**config.mk**
```make
export PLATFORM = sky130hd
export DESIGN_NAME = mem_port_arb
export DESIGN_NICKNAME = d
export VERILOG_FILES = /design/src/rtl/mem_port_arb.sv
export SDC_FILE = /design/constraint.sdc
export NUM_CORES = 1
export LEC_CHECK = 0
export ABC_AREA = 1
export CAP_MARGIN = 25
export CORE_MARGIN = 8
export CORE_UTILIZATION = 42
export CTS_CLUSTER_DIAMETER = 80
export CTS_CLUSTER_SIZE = 12
export DETAILED_ROUTE_END_ITERATION = 10
export GPL_ROUTABILITY_DRIVEN = 0
export HOLD_SLACK_MARGIN = 0.08
export PLACE_DENSITY = 0.89
export SYNTH_ARGS = -nofsm -noshare
export SYNTH_HDL_FRONTEND = slang
export SYNTH_SLANG_ARGS = --single-unit
```
**constraint.sdc**
```tcl
create_clock -name clk -period 3.2 [get_ports clk]
set_input_delay 0.64 -clock clk [delete_from_list [all_inputs] [get_ports clk]]
set_output_delay 0.64 -clock clk [all_outputs]
set_load 0.005 [all_outputs]
```
**src/rtl/mem_port_arb.sv**
```systemverilog
// ---------------------------------------------------------------------------
// mem_port_arb
//   Arbitrates the single data-memory port between the load unit and the
//   committed-store output of the store buffer. At most one read is
//   outstanding at a time. Once presented, a grant is held until the memory
//   accepts it. A saturating counter keeps stores from starving, and a store
//   to the same address as a pending load always goes first.
//
// Ports
//   clk, rst                     clock, asynchronous active-high reset
//   ld_vld/ld_rdy/ld_id/ld_addr  load request channel
//   ld_rsp_vld/_id/_data         registered load response (1-cycle pulse)
//   st_vld/st_rdy/st_addr/st_data committed store channel
//   drain                        stores get absolute priority
//   mem_req_*                    memory request channel
//   mem_rsp_vld/mem_rsp_data     memory read response
// ---------------------------------------------------------------------------
module mem_port_arb #(
    parameter int INST_ID_BIT = 8,
    parameter int ADDR_BIT    = 16,
    parameter int DATA_BIT    = 16,
    parameter int STARVE_MAX  = 8,
    parameter int CNT_BIT     = $clog2(STARVE_MAX + 1)
) (
    input  logic                   clk,
    input  logic                   rst,
    input  logic                   ld_vld,
    output logic                   ld_rdy,
    input  logic [INST_ID_BIT-1:0] ld_id,
    input  logic [ADDR_BIT-1:0]    ld_addr,
    output logic                   ld_rsp_vld,
    output logic [INST_ID_BIT-1:0] ld_rsp_id,
    output logic [DATA_BIT-1:0]    ld_rsp_data,
    input  logic                   st_vld,
    output logic                   st_rdy,
    input  logic [ADDR_BIT-1:0]    st_addr,
    input  logic [DATA_BIT-1:0]    st_data,
    input  logic                   drain,
    output logic                   mem_req_vld,
    input  logic                   mem_req_rdy,
    output logic                   mem_req_we,
    output logic [ADDR_BIT-1:0]    mem_req_addr,
    output logic [DATA_BIT-1:0]    mem_req_data,
    input  logic                   mem_rsp_vld,
    input  logic [DATA_BIT-1:0]    mem_rsp_data
);

    localparam logic [0:0] IDLE    = 1'b0;
    localparam logic [0:0] RD_WAIT = 1'b1;

    localparam logic [CNT_BIT-1:0] STARVE_LIM = CNT_BIT'(STARVE_MAX);

    logic [0:0]             state_reg;
    logic                   lock_reg;
    logic                   lock_st_reg;     // side held by the lock: 1 = store
    logic [CNT_BIT-1:0]     starve_cnt_reg;
    logic [INST_ID_BIT-1:0] ld_id_reg;
    logic                   ld_rsp_vld_reg;
    logic [INST_ID_BIT-1:0] ld_rsp_id_reg;
    logic [DATA_BIT-1:0]    ld_rsp_data_reg;

    logic grant_st;
    logic grant_ld;
    logic st_hs;
    logic ld_hs;

    // Grant selection. While locked the previously presented side is kept,
    // so a stalled request never changes under the memory's feet.
    always_comb begin
        grant_st = 1'b0;
        grant_ld = 1'b0;
        if (!rst && state_reg == IDLE) begin
            if (lock_reg) begin
                grant_st = lock_st_reg;
                grant_ld = !lock_st_reg;
            end else if (st_vld && (drain || !ld_vld ||
                                    starve_cnt_reg == STARVE_LIM ||
                                    st_addr == ld_addr)) begin
                grant_st = 1'b1;
            end else if (ld_vld) begin
                grant_ld = 1'b1;
            end
        end
    end

    assign mem_req_vld  = !rst && (state_reg == IDLE) && (st_vld || ld_vld);
    assign mem_req_we   = grant_st;
    assign mem_req_addr = grant_st ? st_addr : (grant_ld ? ld_addr : '0);
    assign mem_req_data = grant_st ? st_data : '0;

    assign st_hs  = grant_st && mem_req_rdy;
    assign ld_hs  = grant_ld && mem_req_rdy;
    assign st_rdy = st_hs;
    assign ld_rdy = ld_hs;

    assign ld_rsp_vld  = ld_rsp_vld_reg;
    assign ld_rsp_id   = ld_rsp_id_reg;
    assign ld_rsp_data = ld_rsp_data_reg;

    always_ff @(posedge clk or posedge rst) begin
        if (rst) begin
            state_reg       <= IDLE;
            lock_reg        <= 1'b0;
            lock_st_reg     <= 1'b0;
            starve_cnt_reg  <= '0;
            ld_id_reg       <= '0;
            ld_rsp_vld_reg  <= 1'b0;
            ld_rsp_id_reg   <= '0;
            ld_rsp_data_reg <= '0;
        end else begin
            ld_rsp_vld_reg <= 1'b0;

            if (mem_req_vld && !mem_req_rdy) begin
                lock_reg    <= 1'b1;
                lock_st_reg <= grant_st;
            end else if (st_hs || ld_hs) begin
                lock_reg <= 1'b0;
            end

            // Counts every cycle a store waits, including RD_WAIT cycles.
            if (st_hs) begin
                starve_cnt_reg <= '0;
            end else if (st_vld && starve_cnt_reg != STARVE_LIM) begin
                starve_cnt_reg <= starve_cnt_reg + 1'b1;
            end

            case (state_reg)
                IDLE: begin
                    if (ld_hs) begin
                        state_reg <= RD_WAIT;
                        ld_id_reg <= ld_id;
                    end
                end
                RD_WAIT: begin
                    if (mem_rsp_vld) begin
                        state_reg       <= IDLE;
                        ld_rsp_vld_reg  <= 1'b1;
                        ld_rsp_id_reg   <= ld_id_reg;
                        ld_rsp_data_reg <= mem_rsp_data;
                    end
                end
                default: state_reg <= IDLE;
            endcase
        end
    end

endmodule

```
==> key figures, run 1 <==
Floorplanning
  • Starting Density: 0.425
  • Total core area: 5820 um^2
  • # rows: 28
  • Total die area: 8600 um^2
  • Die width: 92.7 um
  • Die Y: 92.7 um
  • I/O pins: 140

Route
  • Average wire per standard cell: 13.9 um
  • DR pass1 iterations: 4
  • DR vias: 2778
  • Post-route DRC violation count: 0
  • Total routed wirelength: 8400 um
  • Antenna viol nets, final: 0
  • First DRT Iteration DRCs: 97
  • Vias per cell: 4.61

Yosys
  • Synthesized cell area: 2470 um^2
  • Cells after synthesis: 364
  • Synth warnings: 0
  • EDFF count, synth: 0
  • Ys flop type: dfrtp_1
  • Syn Area/Cell: 6.80 um^2
  • Post-Syn Nets: 445
  • Post-synth cell types: 24
  • FFs w/ async S/R, synth: 1.00
  • Synth Register Bits: 40
  • Sequential share of the synthesized area: 0.405

Critical path
  • Endpoint type of the worst setup path: output pin
  • CP max FO: 5
  • Critical path type: input pin to output pin
  • Crit-path cells: clkdlybuf4s50_1 > inv_1 > nor3_1 > nand2_1 > nand2_2 > nand3_2 > nand2_4 > nand2_8 > buf_4 > o21ai_2 > clkdlybuf4s15_1
  • Startpoint Class: input pin
  • Critical Path Slowest Stage Cell: clkdlybuf4s50_1
  • Slowest stage delay, CP: 0.49 ns
  • CP required: 2.56 ns
  • Worst EP arrival: 2.44 ns

GRT
  • Grt ovf: 0
  • Number of global-route vias before repair: 2888
  • Largest net degree at the start of global routing: 26
  • Global-route wire length before repair: 13700 um
  • Initial antenna violation count: 2
  • Gr usage total: 0.194

Finish
  • Design Area, Final: 4260 um^2
  • Area of the multi-input gates: 1160 um^2
  • Filler cells: 425
  • Max reg flops: 16
  • Final std cells w/o fill: 602
  • Most frequent cells in the layout: 156 x nand2_1, 75 x clkdlybuf4s50_1, 61 x inv_1
  • Layout cells sized above 1: 0.150
  • Area Growth Syn to Fin: 72.1%
  • Commonest non-fill, non-tap cell in the layout: nand2_1
  • Layout Nets: 606
  • Reg area: 1000 um^2

CTS
  • Root Driver: clkbuf_8
  • Longest Clk Path Bufs: 2
  • H-tree depth: 2
  • CTS buffer count: 5
  • Clock-pin slew on the worst setup and hold paths: 0.07 ns
  • CTS sink count: 40
  • CTS tree: done
  • Clk_lat worst skew: 0.29 ns

Power and ir drop
  • Sw Pwr: 964 uW
  • Clock power frac: 0.174
  • Int Power: 1.78 mW
  • Sw frac: 0.351
  • Pleak: 2.58 nW
  • Cell Pwr Density: 645 nW/um^2
  • Part of the power in registers: 0.318
  • VDD IR max: 0.334 mV
  • Logic pwr share: 0.508

Timing
  • Final Hold Slack: 0.483 ns
  • Peak Freq: 325 MHz
  • Skew final: 0.00504 ns
  • Final setup margin: 0.121 ns
  • Slew headroom: 0.569
  • Setup violations, final: 0
  • Final Hold Fails: 0
  • Final min period: 3.08 ns
  • Fin crit share: 0.962
  • Slew @ Worst Pin: 0.645 ns
  • Fin. max-slew vios: 0

Job
  • Reported max-cap violation count: 0

Placement
  • Dpl cells: 590
  • Pre-CTS worst setup slack: -0.218 ns
  • Buffers on Ports: 139
  • Placed Area: 4060 um^2
  • Detailed Place HPWL: 6660 um

Worst hold path
  • Worst Hold Class: register to register

Status
  • Status: completed
final timing paths:
| check | from | endpoint | slack, ns | cells after the start |
|---|---|---|---|---|
| hold reg to reg | ld_rsp_id[6] | ld_rsp_id[6] | 0.48 | 2 |
| setup reg to reg | starve_cnt_reg[0] | ld_id_reg[2] | 1.17 | 14 |
| min in group asynchronous | rst | ld_rsp_id[3] | 0.78 | 2 |
| setup / recovery | ld_vld | mem_req_addr[7] | 0.12 | 11 |
| max in group asynchronous | rst | ld_rsp_id[4] | 1.67 | 3 |
| hold / removal | ld_rsp_id[6] | ld_rsp_id[6] | 0.48 | 2 |
layout make-up:
cell class	count	area share
timing repair buffer	163	0.377
multi-input combinational	247	0.272
sequential	40	0.235
inverter	68	0.0629
tap	75	0.0220
clock buffer	5	0.0162
clock inverter	2	0.0141
antenna	2	0.00118
kinds of logic (layout without fill, tap and decap cells):
kind of cell,count (synthesis),after routing,share of synthesized area
XOR/XNOR,2,2,0.00708
other,0,2,0
adder cells (fa/ha/maj),2,2,0.0101
flip-flops,40,40,0.405
AND/OR/NAND/NOR,221,222,0.384
AO/OA/AOI/OAI,21,21,0.0577
buffers and inverters,78,238,0.136
layer usage:
| layer | global-route usage | vias to the layer above | part of all wire |
|---|---|---|---|
| li1 | - | 1396 | - |
| met1 | 0.222 | 1240 | 0.41 |
| met2 | 0.317 | 126 | 0.45 |
| met3 | 0.0947 | 16 | 0.12 |
| met4 | 0.0497 | 0 | 0.020 |
| met5 | 0 | - | 0 |
synthesized netlist by cell type, types with 2 or more instances:
master | instances | share of area
clkbuf_1 | 4 | 0.0061
nand4_1 | 9 | 0.023
inv_2 | 5 | 0.0076
nor2_1 | 31 | 0.047
o21ai_0 | 9 | 0.018
o21ai_2 | 10 | 0.035
ha_1 | 2 | 0.010
inv_1 | 62 | 0.094
nand2_1 | 156 | 0.24
xnor2_1 | 2 | 0.0071
buf_2 | 3 | 0.0061
nand2_2 | 16 | 0.040
dfrtp_1 | 40 | 0.40
nand2_4 | 4 | 0.018
nand3_2 | 2 | 0.0081
power groups by stage:
stage	registers, mW	clock network (mW)	logic, mW
2_1_floorplan	0.874	0	0.621
3_3_place_gp	0.866	0	1.38
3_5_place_dp	0.877	0	1.43
4_1_cts	0.871	0.484	1.39
5_1_grt	0.898	0.508	1.55
6_report	0.871	0.478	1.40
stage by stage:
step	setup TNS [ns]	power [mW]	util
after floorplan	0	1.50	-
after global placement	-4.45	2.25	0.698
after detailed placement	-6.24	2.31	0.698
after CTS	0	2.75	0.717
after global routing	-0.0886	2.96	0.732
final	0	2.74	0.732
worst max-delay path, delay by kind of cell:
kind	cells	cell delay [ns]
AO/OA/AOI/OAI	1	0.11
buffers and inverters	4	0.92
AND/OR/NAND/NOR	6	0.77
repair_timing:
| item | 4_1_cts | 5_1_grt |
|---|---|---|
| hold endpoints to repair | 0 | 0 |
| setup buffers | 1 | 1 |
| gates cloned | 0 | 1 |
| pin swaps | 0 | 12 |
| endpoints found under the setup margin | 35 | 33 |
| resized for setup | 40 | 52 |
| hold buffers | 0 | 0 |
No activity file was read; power rests on OpenSTA's default activity.
==> run 2: changes to the inputs <==
--- a/config.mk
+++ b/config.mk
@@ -9,7 +9,7 @@
 export CAP_MARGIN = 25
 export CORE_MARGIN = 8
 export CORE_UTILIZATION = 42
-export CTS_CLUSTER_DIAMETER = 80
+export CTS_CLUSTER_DIAMETER = 150
 export CTS_CLUSTER_SIZE = 12
 export DETAILED_ROUTE_END_ITERATION = 10
 export GPL_ROUTABILITY_DRIVEN = 0
==> results of run 2 <==
The final DEF is identical to that of run 1; final timing and power are the same.
==> run 3: changes to the inputs <==
==> constraint.sdc (replaced) <==
create_clock -name clk -period 3.2 [get_ports clk]
set_input_delay 0.64 -clock clk [delete_from_list [all_inputs] [get_ports clk]]
set_output_delay 0.64 -clock clk [all_outputs]
set_load 0.02 [all_outputs]
==> run 3 against run 2 <==
- flip-flop and latch count is the same
- register-to-register slack hardly changed
- count of clock-buffer cells in the layout up 1
- critical path type unchanged
- sequential power is essentially flat
==> key figures, run 3 (same netlist as run 1, synthesis figures left out) <==
Status
  • Status: completed

Critical path
  • Startpoint Class: input pin
  • Worst EP arrival: 2.40 ns
  • CP required: 2.56 ns
  • Most common cell type on the critical path: nand2_1
  • Critical path destination: st_rdy
  • Critical Path Slowest Stage Cell: clkdlybuf4s50_1
  • Crit-path leading delay family: buffers and inverters
  • Critical R2R Launch: starve_cnt_reg[0]
  • WP buf/inv: 5
  • FF-to-FF setup slack: 1.17 ns
  • Slowest stage delay, CP: 0.51 ns
  • CP max FO: 3
  • Crit-path cells: clkdlybuf4s50_1 > inv_1 > nand2_1 > nand2_1 > nor2_1 > nand2_1 > nor2_1 > nand2_1 > nand2_1 > nand2_2 > nand2_4 > buf_4 > nand3_2 > inv_1 > clkdlybuf4s15_1
  • Stages on the worst setup path: 15
  • Crit path launch: st_addr[10]
  • Reg2reg path depth: 14
  • Critical path type: input pin to output pin
  • Endpoint type of the worst setup path: output pin
  • R2R Path End: ld_id_reg[3]

Power and ir drop
  • Pleak: 2.24 nW
  • Cell Pwr Density: 703 nW/um^2
  • VDD IR max: 0.473 mV

Placement
  • Buffers on Ports: 139
  • Dpl cells: 591
  • Pre-CTS worst setup slack: -0.304 ns
  • Placed Area: 4070 um^2
  • Detailed Place HPWL: 6490 um

Route
  • DR vias: 2723
  • Average wire per standard cell: 13.3 um
  • Vias per cell: 4.55
  • Antenna viol nets, final: 0
  • DR pass1 iterations: 4
  • First DRT Iteration DRCs: 128
  • Total routed wirelength: 7970 um
  • Post-route DRC violation count: 0

Timing
  • Unrepaired setup endpoints after global routing: false
  • Slew @ Worst Pin: 0.658 ns
  • Skew final: 0.00651 ns
  • Fin. max-slew vios: 0
  • Setup violations, final: 0
  • Peak Freq: 329 MHz
  • Final setup margin: 0.158 ns
  • Slew headroom: 0.561
  • Final min period: 3.04 ns
  • Final Hold Fails: 0
  • Fin crit share: 0.951

CTS
  • Clock-pin slew on the worst setup and hold paths: 0.07 ns
  • CTS buffer count: 5
  • Longest Clk Path Bufs: 2
  • CTS tree: done
  • CTS sink count: 40
  • Root Driver: clkbuf_8
  • # hold bufs at CTS: 0
  • Clk_lat worst skew: 0.29 ns
  • H-tree depth: 2

Finish
  • Final std cells w/o fill: 598
  • Area Growth Syn to Fin: 62.7%
  • Design Area, Final: 4020 um^2
  • Max reg flops: 16
  • Antenna Cells: 0
  • Most frequent cells in the layout: 156 x nand2_1, 103 x clkdlybuf4s50_1, 62 x inv_1
  • Layout Nets: 604
  • Layout cells sized above 1: 0.197
  • Commonest non-fill, non-tap cell in the layout: nand2_1

Floorplanning
  • Total die area: 8600 um^2
  • I/O pins: 140
  • Die Y: 92.7 um
  • # rows: 28
  • Die width: 92.7 um
  • Starting Density: 0.425
  • Total core area: 5820 um^2

GRT
  • Largest net degree at the start of global routing: 26
  • Initial antenna violation count: 0
  • Grt ovf: 0
  • Global-route wire length before repair: 12900 um
  • Gr usage total: 0.184
  • Number of global-route vias before repair: 2841

Job
  • Reported max-cap violation count: 0

Worst hold path
  • Worst Hold Class: register to register
[run 3: cell types whose count changed in the layout (fill, tap and decap cells not counted), sizes merged, moves of 7 or more]
cell / change
dlymetal6s2s: -27
dlygate4sd2: -20
clkbuf: +12
clkdlybuf4s15: -7
buf: +14
clkdlybuf4s50: +28
[run 3: cell type report]
| type | instances | area (um^2) |
|---|---|---|
| clock buffer | 6 | 72.6 |
| fill | 477 | 1790 |
| sequential | 40 | 1000 |
| clock inverter | 1 | 5.00 |
| inverter | 68 | 268 |
| multi-input combinational | 246 | 1150 |
| timing repair buffer | 162 | 1430 |
| tap | 75 | 93.8 |
[run 3: worst min path at each step]
stage                   startpoint             end  slack [ns]  cells past startpoint
finish                ld_id_reg[6]    ld_id_reg[6]        0.47                      2
global route        ld_rsp_data[1]  ld_rsp_data[1]        0.50                      2
CTS                   ld_id_reg[6]    ld_id_reg[6]        0.48                      2
detailed placement    ld_id_reg[6]    ld_rsp_id[6]        0.46                      2
global placement      ld_id_reg[6]    ld_rsp_id[6]        0.46                      2
floorplan             ld_id_reg[6]    ld_id_reg[6]        0.44                      2
[run 3: metrics by stage]
| step | util | hold slack (ns) | power [mW] | setup TNS, ns |
|---|---|---|---|---|
| after floorplan | - | 0.442 | 1.79 | 0 |
| after global placement | 0.699 | 0.458 | 2.55 | -7.81 |
| after detailed placement | 0.699 | 0.456 | 2.61 | -8.59 |
| after CTS | 0.708 | 0.478 | 2.87 | 0 |
| after global routing | 0.692 | 0.505 | 3.04 | 0 |
| final | 0.692 | 0.474 | 2.83 | 0 |
[run 3: what timing repair did]
item / CTS / global route
buffers inserted: 0 / 0
resized for setup: 49 / 90
endpoints found under the setup margin: 35 / 35
[run 3: worst min-delay path, cell delays in order (launching register included)]
cell	delay, ns
dfrtp_1	0.34
nand2_1	0.05
nand2_1	0.05
[run 3: layer usage]
layer,vias to the layer above,GRT usage,wire (um),share of wire
met3,7,0.0906,933,0.12
met5,-,0,0,0
met2,114,0.296,3700,0.46
met4,0,0.0483,84,0.011
met1,1216,0.212,3260,0.41
li1,1386,-,-,-
[run 3: report_power, final]
| part | switching, mW | internal, mW | leakage, nW |
|---|---|---|---|
| clock network | 0.159 | 0.148 | 0.0410 |
| registers | 0.134 | 0.735 | 0.504 |
| logic | 0.940 | 0.712 | 1.70 |
| total | 1.23 | 1.60 | 2.24 |
